===== src/rtl/uart_frame_parser.sv =====
// uart_frame_parser: receive-side UART frame parser.
// Frame layout: SOF, LEN, LEN payload bytes, CHK. CHK is the XOR of LEN and all payload bytes.
// The payload is buffered and sent downstream on a valid/ready stream only after CHK matches.
// Define UART_FRAME_TIMEOUT_EN to abort a frame that stalls for TIMEOUT_CYCLES between bytes.
module uart_frame_parser #(
    parameter int         MAX_LEN        = 64,
    parameter logic [7:0] SOF_BYTE       = 8'hA5,
    parameter int         TIMEOUT_CYCLES = 50000
) (
    input  logic       clk,
    input  logic       reset,
    input  logic [7:0] rx_data,
    input  logic       rx_valid,
    input  logic       rx_error,
    output logic [7:0] out_data,
    output logic       out_valid,
    input  logic       out_ready,
    output logic       out_last,
    output logic       frame_ok,
    output logic       frame_err,
    output logic [1:0] err_code,
    output logic       drop,
    output logic       busy
);

    localparam int         PW        = $clog2(MAX_LEN + 1);
    localparam int         AW        = (MAX_LEN > 1) ? $clog2(MAX_LEN) : 1;
    localparam logic [8:0] MAX_LEN_W = 9'(MAX_LEN);

    localparam logic [1:0] ERR_LEN  = 2'd1;
    localparam logic [1:0] ERR_CHK  = 2'd2;
    localparam logic [1:0] ERR_LINE = 2'd3;

    // LEN travels as one byte, so the buffer can never need more than 255 entries.
    if (MAX_LEN < 1 || MAX_LEN > 255 || TIMEOUT_CYCLES < 2) begin : g_param_check
        $error("uart_frame_parser: MAX_LEN must be 1..255 and TIMEOUT_CYCLES >= 2");
    end

    typedef enum logic [2:0] {
        ST_IDLE,
        ST_LEN,
        ST_PAYLOAD,
        ST_CHK,
        ST_DRAIN
    } state_t;

    state_t        state_reg;
    logic [PW-1:0] len_reg;
    logic [PW-1:0] wr_ptr_reg;
    logic [PW-1:0] rd_ptr_reg;
    logic [7:0]    xor_reg;
    logic [7:0]    out_data_reg;
    logic          out_valid_reg;
    logic          out_last_reg;
    logic          frame_ok_reg;
    logic          frame_err_reg;
    logic [1:0]    err_code_reg;
    logic          drop_reg;

    logic [7:0]    buf_mem [0:MAX_LEN-1];

    logic          buf_we;
    logic          len_bad;
    logic          in_frame;
    logic          timeout_hit;
    logic [PW-1:0] wr_ptr_next;
    logic [PW-1:0] rd_ptr_next;

    assign in_frame    = (state_reg == ST_LEN) || (state_reg == ST_PAYLOAD) || (state_reg == ST_CHK);
    assign buf_we      = (state_reg == ST_PAYLOAD) && rx_valid && !rx_error;
    // LEN is judged on the full received byte, before it is narrowed to the counter width.
    assign len_bad     = (rx_data == 8'd0) || ({1'b0, rx_data} > MAX_LEN_W);
    assign wr_ptr_next = wr_ptr_reg + PW'(1);
    assign rd_ptr_next = rd_ptr_reg + PW'(1);

`ifdef UART_FRAME_TIMEOUT_EN
    localparam int TW = $clog2(TIMEOUT_CYCLES + 1);

    logic [TW-1:0] to_cnt_reg;

    assign timeout_hit = in_frame && !rx_valid && !rx_error &&
                         (to_cnt_reg == TW'(TIMEOUT_CYCLES - 1));

    // Inter-byte silence counter; only counts while a frame is being received.
    always_ff @(posedge clk or posedge reset) begin
        if (reset) begin
            to_cnt_reg <= '0;
        end else if (!in_frame || rx_valid || timeout_hit) begin
            to_cnt_reg <= '0;
        end else begin
            to_cnt_reg <= to_cnt_reg + TW'(1);
        end
    end
`else
    assign timeout_hit = 1'b0;
`endif

    // Payload buffer write port; no reset so it maps onto RAM.
    always_ff @(posedge clk) begin
        if (buf_we) begin
            buf_mem[wr_ptr_reg[AW-1:0]] <= rx_data;
        end
    end

    // Frame FSM: parse, verify checksum, then drain the buffer with registered outputs.
    always_ff @(posedge clk or posedge reset) begin
        if (reset) begin
            state_reg     <= ST_IDLE;
            len_reg       <= '0;
            wr_ptr_reg    <= '0;
            rd_ptr_reg    <= '0;
            xor_reg       <= '0;
            out_data_reg  <= '0;
            out_valid_reg <= 1'b0;
            out_last_reg  <= 1'b0;
            frame_ok_reg  <= 1'b0;
            frame_err_reg <= 1'b0;
            err_code_reg  <= '0;
            drop_reg      <= 1'b0;
        end else begin
            frame_ok_reg  <= 1'b0;
            frame_err_reg <= 1'b0;
            drop_reg      <= 1'b0;

            if (in_frame && (rx_error || timeout_hit)) begin
                // A line error beats any byte arriving in the same cycle.
                frame_err_reg <= 1'b1;
                err_code_reg  <= ERR_LINE;
                wr_ptr_reg    <= '0;
                state_reg     <= ST_IDLE;
            end else begin
                case (state_reg)
                    ST_IDLE: begin
                        if (rx_valid && rx_data == SOF_BYTE) begin
                            state_reg <= ST_LEN;
                        end
                    end
                    ST_LEN: begin
                        if (rx_valid) begin
                            len_reg    <= PW'(rx_data);
                            xor_reg    <= rx_data;
                            wr_ptr_reg <= '0;
                            if (len_bad) begin
                                frame_err_reg <= 1'b1;
                                err_code_reg  <= ERR_LEN;
                                state_reg     <= ST_IDLE;
                            end else begin
                                state_reg <= ST_PAYLOAD;
                            end
                        end
                    end
                    ST_PAYLOAD: begin
                        if (rx_valid) begin
                            xor_reg    <= xor_reg ^ rx_data;
                            wr_ptr_reg <= wr_ptr_next;
                            if (wr_ptr_next == len_reg) begin
                                state_reg <= ST_CHK;
                            end
                        end
                    end
                    ST_CHK: begin
                        if (rx_valid) begin
                            if (rx_data == xor_reg) begin
                                frame_ok_reg <= 1'b1;
                                rd_ptr_reg   <= '0;
                                state_reg    <= ST_DRAIN;
                            end else begin
                                frame_err_reg <= 1'b1;
                                err_code_reg  <= ERR_CHK;
                                wr_ptr_reg    <= '0;
                                state_reg     <= ST_IDLE;
                            end
                        end
                    end
                    ST_DRAIN: begin
                        // Bytes arriving while draining are never parsed.
                        drop_reg <= rx_valid;
                        if (!out_valid_reg) begin
                            out_valid_reg <= 1'b1;
                            out_data_reg  <= buf_mem[rd_ptr_reg[AW-1:0]];
                            out_last_reg  <= (rd_ptr_reg == len_reg - PW'(1));
                        end else if (out_ready) begin
                            if (out_last_reg) begin
                                out_valid_reg <= 1'b0;
                                out_last_reg  <= 1'b0;
                                rd_ptr_reg    <= '0;
                                wr_ptr_reg    <= '0;
                                state_reg     <= ST_IDLE;
                            end else begin
                                rd_ptr_reg   <= rd_ptr_next;
                                out_data_reg <= buf_mem[rd_ptr_next[AW-1:0]];
                                out_last_reg <= (rd_ptr_next == len_reg - PW'(1));
                            end
                        end
                    end
                    default: begin
                        state_reg <= ST_IDLE;
                    end
                endcase
            end
        end
    end

    assign out_data  = out_data_reg;
    assign out_valid = out_valid_reg;
    assign out_last  = out_last_reg;
    assign frame_ok  = frame_ok_reg;
    assign frame_err = frame_err_reg;
    assign err_code  = err_code_reg;
    assign drop      = drop_reg;
    assign busy      = (state_reg != ST_IDLE);

endmodule


===== config.mk =====
export PLATFORM = sky130hd
export DESIGN_NAME = uart_frame_parser
export DESIGN_NICKNAME = d
export VERILOG_FILES = /design/src/rtl/uart_frame_parser.sv
export SDC_FILE = /design/constraint.sdc
export NUM_CORES = 1
export LEC_CHECK = 0
export ABC_CLOCK_PERIOD_IN_PS = 3800
export CAP_MARGIN = 40
export CORE_AREA = 10 10 358 326
export CTS_BUF_LIST = sky130_fd_sc_hd__clkbuf_4 sky130_fd_sc_hd__clkbuf_8 sky130_fd_sc_hd__clkbuf_16
export CTS_CLUSTER_SIZE = 14
export DETAILED_ROUTE_END_ITERATION = 8
export DIE_AREA = 0 0 368 336
export DONT_BUFFER_PORTS = 1
export SLEW_MARGIN = 20
export SYNTH_ARGS = -nofsm -noshare
export SYNTH_HDL_FRONTEND = slang
export SYNTH_SLANG_ARGS = --single-unit
export TNS_END_PERCENT = 50

===== constraint.sdc =====
create_clock -name clk -period 3.8 [get_ports clk]
set_input_delay 1.14 -clock clk [delete_from_list [all_inputs] [get_ports clk]]
set_output_delay 1.14 -clock clk [all_outputs]
set_load 0.01 [all_outputs]

* After elaboration in Yosys (flattened, before gate mapping)
Memory sizes are Yosys's and may differ from the RTL's. Index checks and enable logic that the tools add are counted.
Cells by class: multiplexer cells 59, order comparisons 1, eq/ne operators 27, bitwise gates (word level) 2, add/subtract/negate cells 3, reduce and logical (&&, ||, !) cells 24
Operators by type and width (number):
- 7-bit 2-to-1 mux | 13
- 8-bit 2-to-1 mux | 5
- 3-bit 2-to-1 mux | 10
- 7-bit one-hot mux with 4 select lines | 1
- 7-bit == test | 3
- 1-bit 2-to-1 mux | 19
- 8-bit one-hot mux with 2 select lines | 1
- 8-bit AND reduction | 2
- 3-bit != test (second input constant) | 5
- 3-bit one-hot mux with 5 select lines | 1
- 7-bit by 1-bit adder with 7-bit output (second input constant) | 2
- 2-bit != test (second input constant) | 7
- 7-bit one-hot mux with 2 select lines | 1
- 2-bit 2-to-1 mux | 6
- 3-bit by 2-bit != test with 1-bit output (second input constant) | 4
- 8-bit == test | 1
- 8-bit == test (second input constant) | 1
- 8-bit by 7-bit > comparator with 1-bit output (second input constant) | 1
- 8-bit logical NOT | 1
- 4-bit AND reduction | 2
- 8-bit bitwise XOR | 1
- 7-bit by 1-bit subtractor with 7-bit output (second input constant) | 1
- 3-bit by 2-bit == test with 1-bit output (second input constant) | 2
- 3-bit AND reduction | 2
- 17 further kinds | 24
Word-level totals: output and inout port bits 16, logic and storage cells 129, memories 1, flip-flop bits (word level) 47, memory bits (writable) 512, input bits 13
Memory list:
- buf_mem | depth 64, width 8, rd ports 2, clocked after memory_dff 0, write ports 1, line 60 | logic [7:0] buf_mem [0:MAX_LEN-1];

* Longest topological paths before layout
depth in word-level cells 6, depth in mapped cells 12, gate-level depth less buffers 9

* Worst setup path before layout
Ideal clock, no wire load.
kind input to register, from input rx_data[6], to memory buf_mem[62][0] (enable), slack 0.537 ns, data arrival time 2.892 ns, library setup time 0.370 ns, cell stages on the path 9, required time 3.430 ns, buffers on the path 2, cells stage by stage clkbuf_1 xor2_1 nor4_1 nand4_1 o21bai_1 buf_2 nor2_4 nand4b_1 nor2_1
RTL lines:
- start, declared | line 12 | input logic [7:0] rx_data,
- end, declared | line 60

* Worst setup path in the final report
from register rd_ptr_reg[0], to register out_data_reg[7], in the netlist out_data[7]
On the way: longest elaborated chain between the ends 5
RTL lines:
- start, declared | line 50 | logic [PW-1:0] rd_ptr_reg;
- start signal, assigned | line 190 | rd_ptr_reg <= rd_ptr_next;
- 7-bit by 1-bit adder with 7-bit output | line 74 | assign rd_ptr_next = rd_ptr_reg + PW'(1);
- memory 64 x 8 bit *
- 8-bit 2-to-1 mux | line 183 | if (out_last_reg) begin
- 8-bit 2-to-1 mux | line 182 | end else if (out_ready) begin
- 8-bit 2-to-1 mux * | line 178 | if (!out_valid_reg) begin
- end signal, assigned | line 180 | out_data_reg <= buf_mem[rd_ptr_reg[AW-1:0]];
- end signal, assigned | line 191 | out_data_reg <= buf_mem[rd_ptr_next[AW-1:0]];
- end, declared | line 52 | logic [7:0] out_data_reg;
Every way passes the cells marked *; elsewhere a longest branch is shown, timed or not. The select of a mux whose other input is x is not followed. A chain may end at the register's enable or synchronous reset.

==> out/qor_table.md <==
| Item | Value | Unit |
| --- | --- | --- |
| Post-synthesis average cell area | 15.8 | um2 |
| Aggregate routed wire length | 82.7 | mm |
| Maximum number of pins on one net before global-route repair | 72 | - |
| Leakage | 9.53 | nW |
| Die boundary width | 368 | um |
| Area Overhead vs Synth | 16.2 | % |
| Share of async-settable or async-resettable flops after synthesis | 8.41 | % |
| Count of unique library cells instantiated by Yosys | 65 | - |
| Filler Cells Inserted | 10900 | - |
| Worst Tran Pin Value | 0.844 | ns |
| Final Skew | 0.0302 | ns |
| Share of the core filled with cells in the final layout | 28.9 | % |
| Sequential share of power | 49.8 | % |
| Post-layout net count | 1817 | - |
| Dominant cell type by count on the critical path | sky130_fd_sc_hd__buf_4 | - |
| Post-route insts no fill | 3314 | - |
| Number of global-route vias before repair | 17200 | - |
| Compound-Gate Fraction of Synth Area | 6.21 | % |
| Cells after synthesis | 1716 | - |
| Wire length of the first global-routing pass | 121 | mm |
| Max-cap violation count | 0 | - |
| Result of the run | finished, final reports clean | - |
| PnR worst setup slack | 0.236 | ns |
| Critical-path cell list | buf_12 > buf_4 > and2_1 > buf_4 > a22oi_1 > a311oi_1 > nor4_1 > buf_4 > a31oi_1 > a21oi_1 | - |
| Combinational cell fraction of total power | 6.8 | % |
| GRT overflow | 0 | - |
| Period Utilization, post-route | 93.8 | % |
| Buffers from clock root to sink, at most | 3 | - |
| Min Tclk post-route | 3.56 | ns |
| Kind of cell with the highest combined delay on the critical path | buffers and inverters | - |
| Yosys reg bits | 559 | - |
| Insertion delay of the later-clocked pin in the worst-skew pair | 0.64 | ns |
| Worst-case setup slack after placement | 0.323 | ns |
| Starting density of the core | 24.9 | % |
| Cell with the biggest individual delay on the critical path | sky130_fd_sc_hd__a311oi_1 | - |
| Maximum cell stage delay along the critical path | 0.61 | ns |
| Number of flops mapped to enable cells by yosys | 512 | - |
| Max reg flops | 512 | - |
| Mux contribution to synthesized area | 21.1 | % |
| Crit. End Element | flip-flop | - |
| Net load switching power | 3.07 | mW |
| Number of failing setup endpoints in the final timing report | 0 | - |
| Number of DRC violations after detailed-routing iteration 0 | 2401 | - |
| Root buf cell | sky130_fd_sc_hd__clkbuf_16 | - |
| Std-Cell Rows | 115 | - |
| Drc violations | 0 | - |
| Power per Cell Area | 444 | nW/um2 |
| Number of buffers added on ports | 0 | - |
| Die ar. | 124000 | um2 |
| Maximum vdd ir drop | 312 | uV |
| Sw Share | 22.0 | % |
| Clock transition at the register clock pins on the worst setup and hold paths after CTS | 0.06 | ns |
| Routability cong. | 0.967 | - |
| Inserted Clock Buffers | 60 | - |
| Io pins | 29 | - |
| Synthesized netlist net count | 1732 | - |
| Rel. slew slack | 43.8 | % |
| HPWL after DPL | 55.6 | mm |
| GR Util All Layers | 12.9 | % |
| Max-slew violation count | 0 | - |
| Post-CTS Setup Repair Bufs | 0 | - |
| Total number of yosys warnings | 0 | - |
| Simple logic cell fraction of the synthesized area | 7.23 | % |
| Endpoints failing hold | 0 | - |
| Maximum net fanout on the critical path | 63 | - |
| Commonest non-fill, non-tap cells in the layout | 512 x sky130_fd_sc_hd__edfxtp_1, 199 x sky130_fd_sc_hd__mux4_2, 157 x sky130_fd_sc_hd__nand2_1 | - |
| Final antenna-violating net count | 0 | - |
| Adder-cell area share of the yosys netlist | 0.139 | % |
| Number of antenna violations at the first check in global routing | 2 | - |
| Post-Place Cells | 3200 | - |
| Most used DFF post-synth | sky130_fd_sc_hd__edfxtp_1 | - |
| Count of hold-fix buffers inserted at cts | 0 | - |
| Share of total power in the clock network | 43.4 | % |
| Core region area | 109000 | um2 |
| Xor and xnor area share after synthesis | 1.42 | % |
| Clock tree from TritonCTS | yes | - |
| RSZ-0062 raised after global routing | false | - |
| Htree depth | 2 | - |
| Fmax | 281 | MHz |
| CP arrival | 4.08 | ns |
| Count of buffering cells on the critical path with inverters included | 4 | - |
| Routed vias | 17200 | - |
| Number of sinks on the clock net | 559 | - |
| Classification of the worst setup path | reg2reg | - |
| Combinational family with the most area after synthesis | multiplexers | - |
| Share of layout cells above drive strength 1 | 25.4 | % |
| Count of TritonRoute iterations in the first routing pass | 7 | - |
| Sequential cell area fraction in the yosys report | 61.2 | % |
| Most common cell after layout, fill and taps aside | sky130_fd_sc_hd__edfxtp_1 | - |
| Die Y | 336 | um |
| Average wire length per cell after detail routing | 25.0 | um |
| Number of gates resized after CTS | 0 | - |
| Final TNS setup | 0 | ns |
| CP Launch Type | flip-flop | - |
| Internal power | 10.9 | mW |
| Vias per std cell | 5.20 | - |
| Synthesized cell area | 27000 | um2 |
| Worst EP required | 4.32 | ns |
| Class of the worst hold path | in2async | - |
-- path summary, 6_finish.rpt --
kind,start,end,slack (ns),depth (start not counted)
setup / recovery,rd_ptr_reg[0],out_data[7],0.24,10
hold / removal,reset,xor_reg[1],0.40,1
setup reg to reg,rd_ptr_reg[0],out_data[7],0.24,10
hold reg to reg,wr_ptr_reg[6],wr_ptr_reg[6],0.52,1
max in group asynchronous,reset,rd_ptr_reg[1],2.86,2
min in group clk,wr_ptr_reg[6],wr_ptr_reg[6],0.52,1
-- cells in the mapped netlist (all sizes together) (5+ instances only) --
| master | n | area [um2] |
|---|---|---|
| or3 | 6 | 37.5 |
| nand3b | 8 | 60.1 |
| o31ai | 8 | 60.1 |
| mux4 | 213 | 4850 |
| xor2 | 15 | 150 |
| and2 | 6 | 37.5 |
| a22oi | 41 | 308 |
| nand2 | 157 | 589 |
| inv | 11 | 41.3 |
| a41oi | 6 | 52.6 |
| mux2i | 71 | 711 |
| and3 | 7 | 43.8 |
| mux2 | 12 | 135 |
| nor4 | 11 | 68.8 |
| a211oi | 20 | 150 |
| a32oi | 9 | 78.8 |
| a311oi | 5 | 43.8 |
| clkbuf | 38 | 143 |
| nand2b | 6 | 37.5 |
| nand3 | 65 | 325 |
| nor3 | 15 | 80.1 |
| nor2 | 108 | 415 |
| dfrtp | 47 | 1180 |
| xnor2 | 26 | 235 |
| a31oi | 22 | 138 |
| o21ai | 50 | 250 |
| a2111oi | 5 | 43.8 |
| edfxtp | 512 | 15400 |
| nor2b | 18 | 113 |
| a221oi | 7 | 61.3 |
| buf | 81 | 556 |
| a21oi | 67 | 335 |
-- final cells by class --
cell class	count	area [um2]	share of cell area (%)
Sequential cell	559	16600	52.7
Multi-Input combinational cell	1026	9800	31.2
Tap cell	1462	1830	5.82
Clock buffer	75	1630	5.19
Timing Repair Buffer	142	1150	3.66
Clock inverter	37	402	1.28
Inverter	12	45.0	0.143
Antenna cell	1	2.50	0.00796
-- per-stage QoR --
step           hold slack, ns  power, mW  cell area, um2
2_1_floorplan           0.471       7.79           27000
3_3_place_gp            0.512       7.99           29300
3_5_place_dp            0.503       8.01           29400
4_1_cts                 0.389       14.0           31400
5_1_grt                 0.422       14.4           31400
6_report                0.401       14.0           31400
-- power by group through the flow --
stage                     Clock, mW  Combinational (mW)  Sequential (mW)
after global routing           6.40                1.04             6.96
after global placement            0               0.921             7.07
after detailed placement          0               0.942             7.07
after floorplan                   0               0.759             7.03
after CTS                      6.12               0.947             6.94
final                          6.06               0.947             6.95
-- logic make-up (layout without fill, tap and decap cells) --
| group | count (synthesis) | count (layout) |
|---|---|---|
| fa+ha+maj | 3 | 3 |
| compound gates | 259 | 259 |
| mux | 296 | 296 |
| simple gates | 427 | 427 |
| xor+xnor | 41 | 41 |
| other cells | 0 | 1 |
| buf+inv | 131 | 266 |
| flops | 559 | 559 |
-- layer usage --
layer | up-vias | part of all wire [%] | track usage (%)
met4 | 0 | 3.7 | 4.87
li1 | 7125 | - | -
met1 | 8904 | 41 | 17.4
met2 | 1046 | 45 | 19.7
met3 | 163 | 11 | 3.46
met5 | - | 0 | 0
Note: power is estimated with default switching activity, not from simulation.
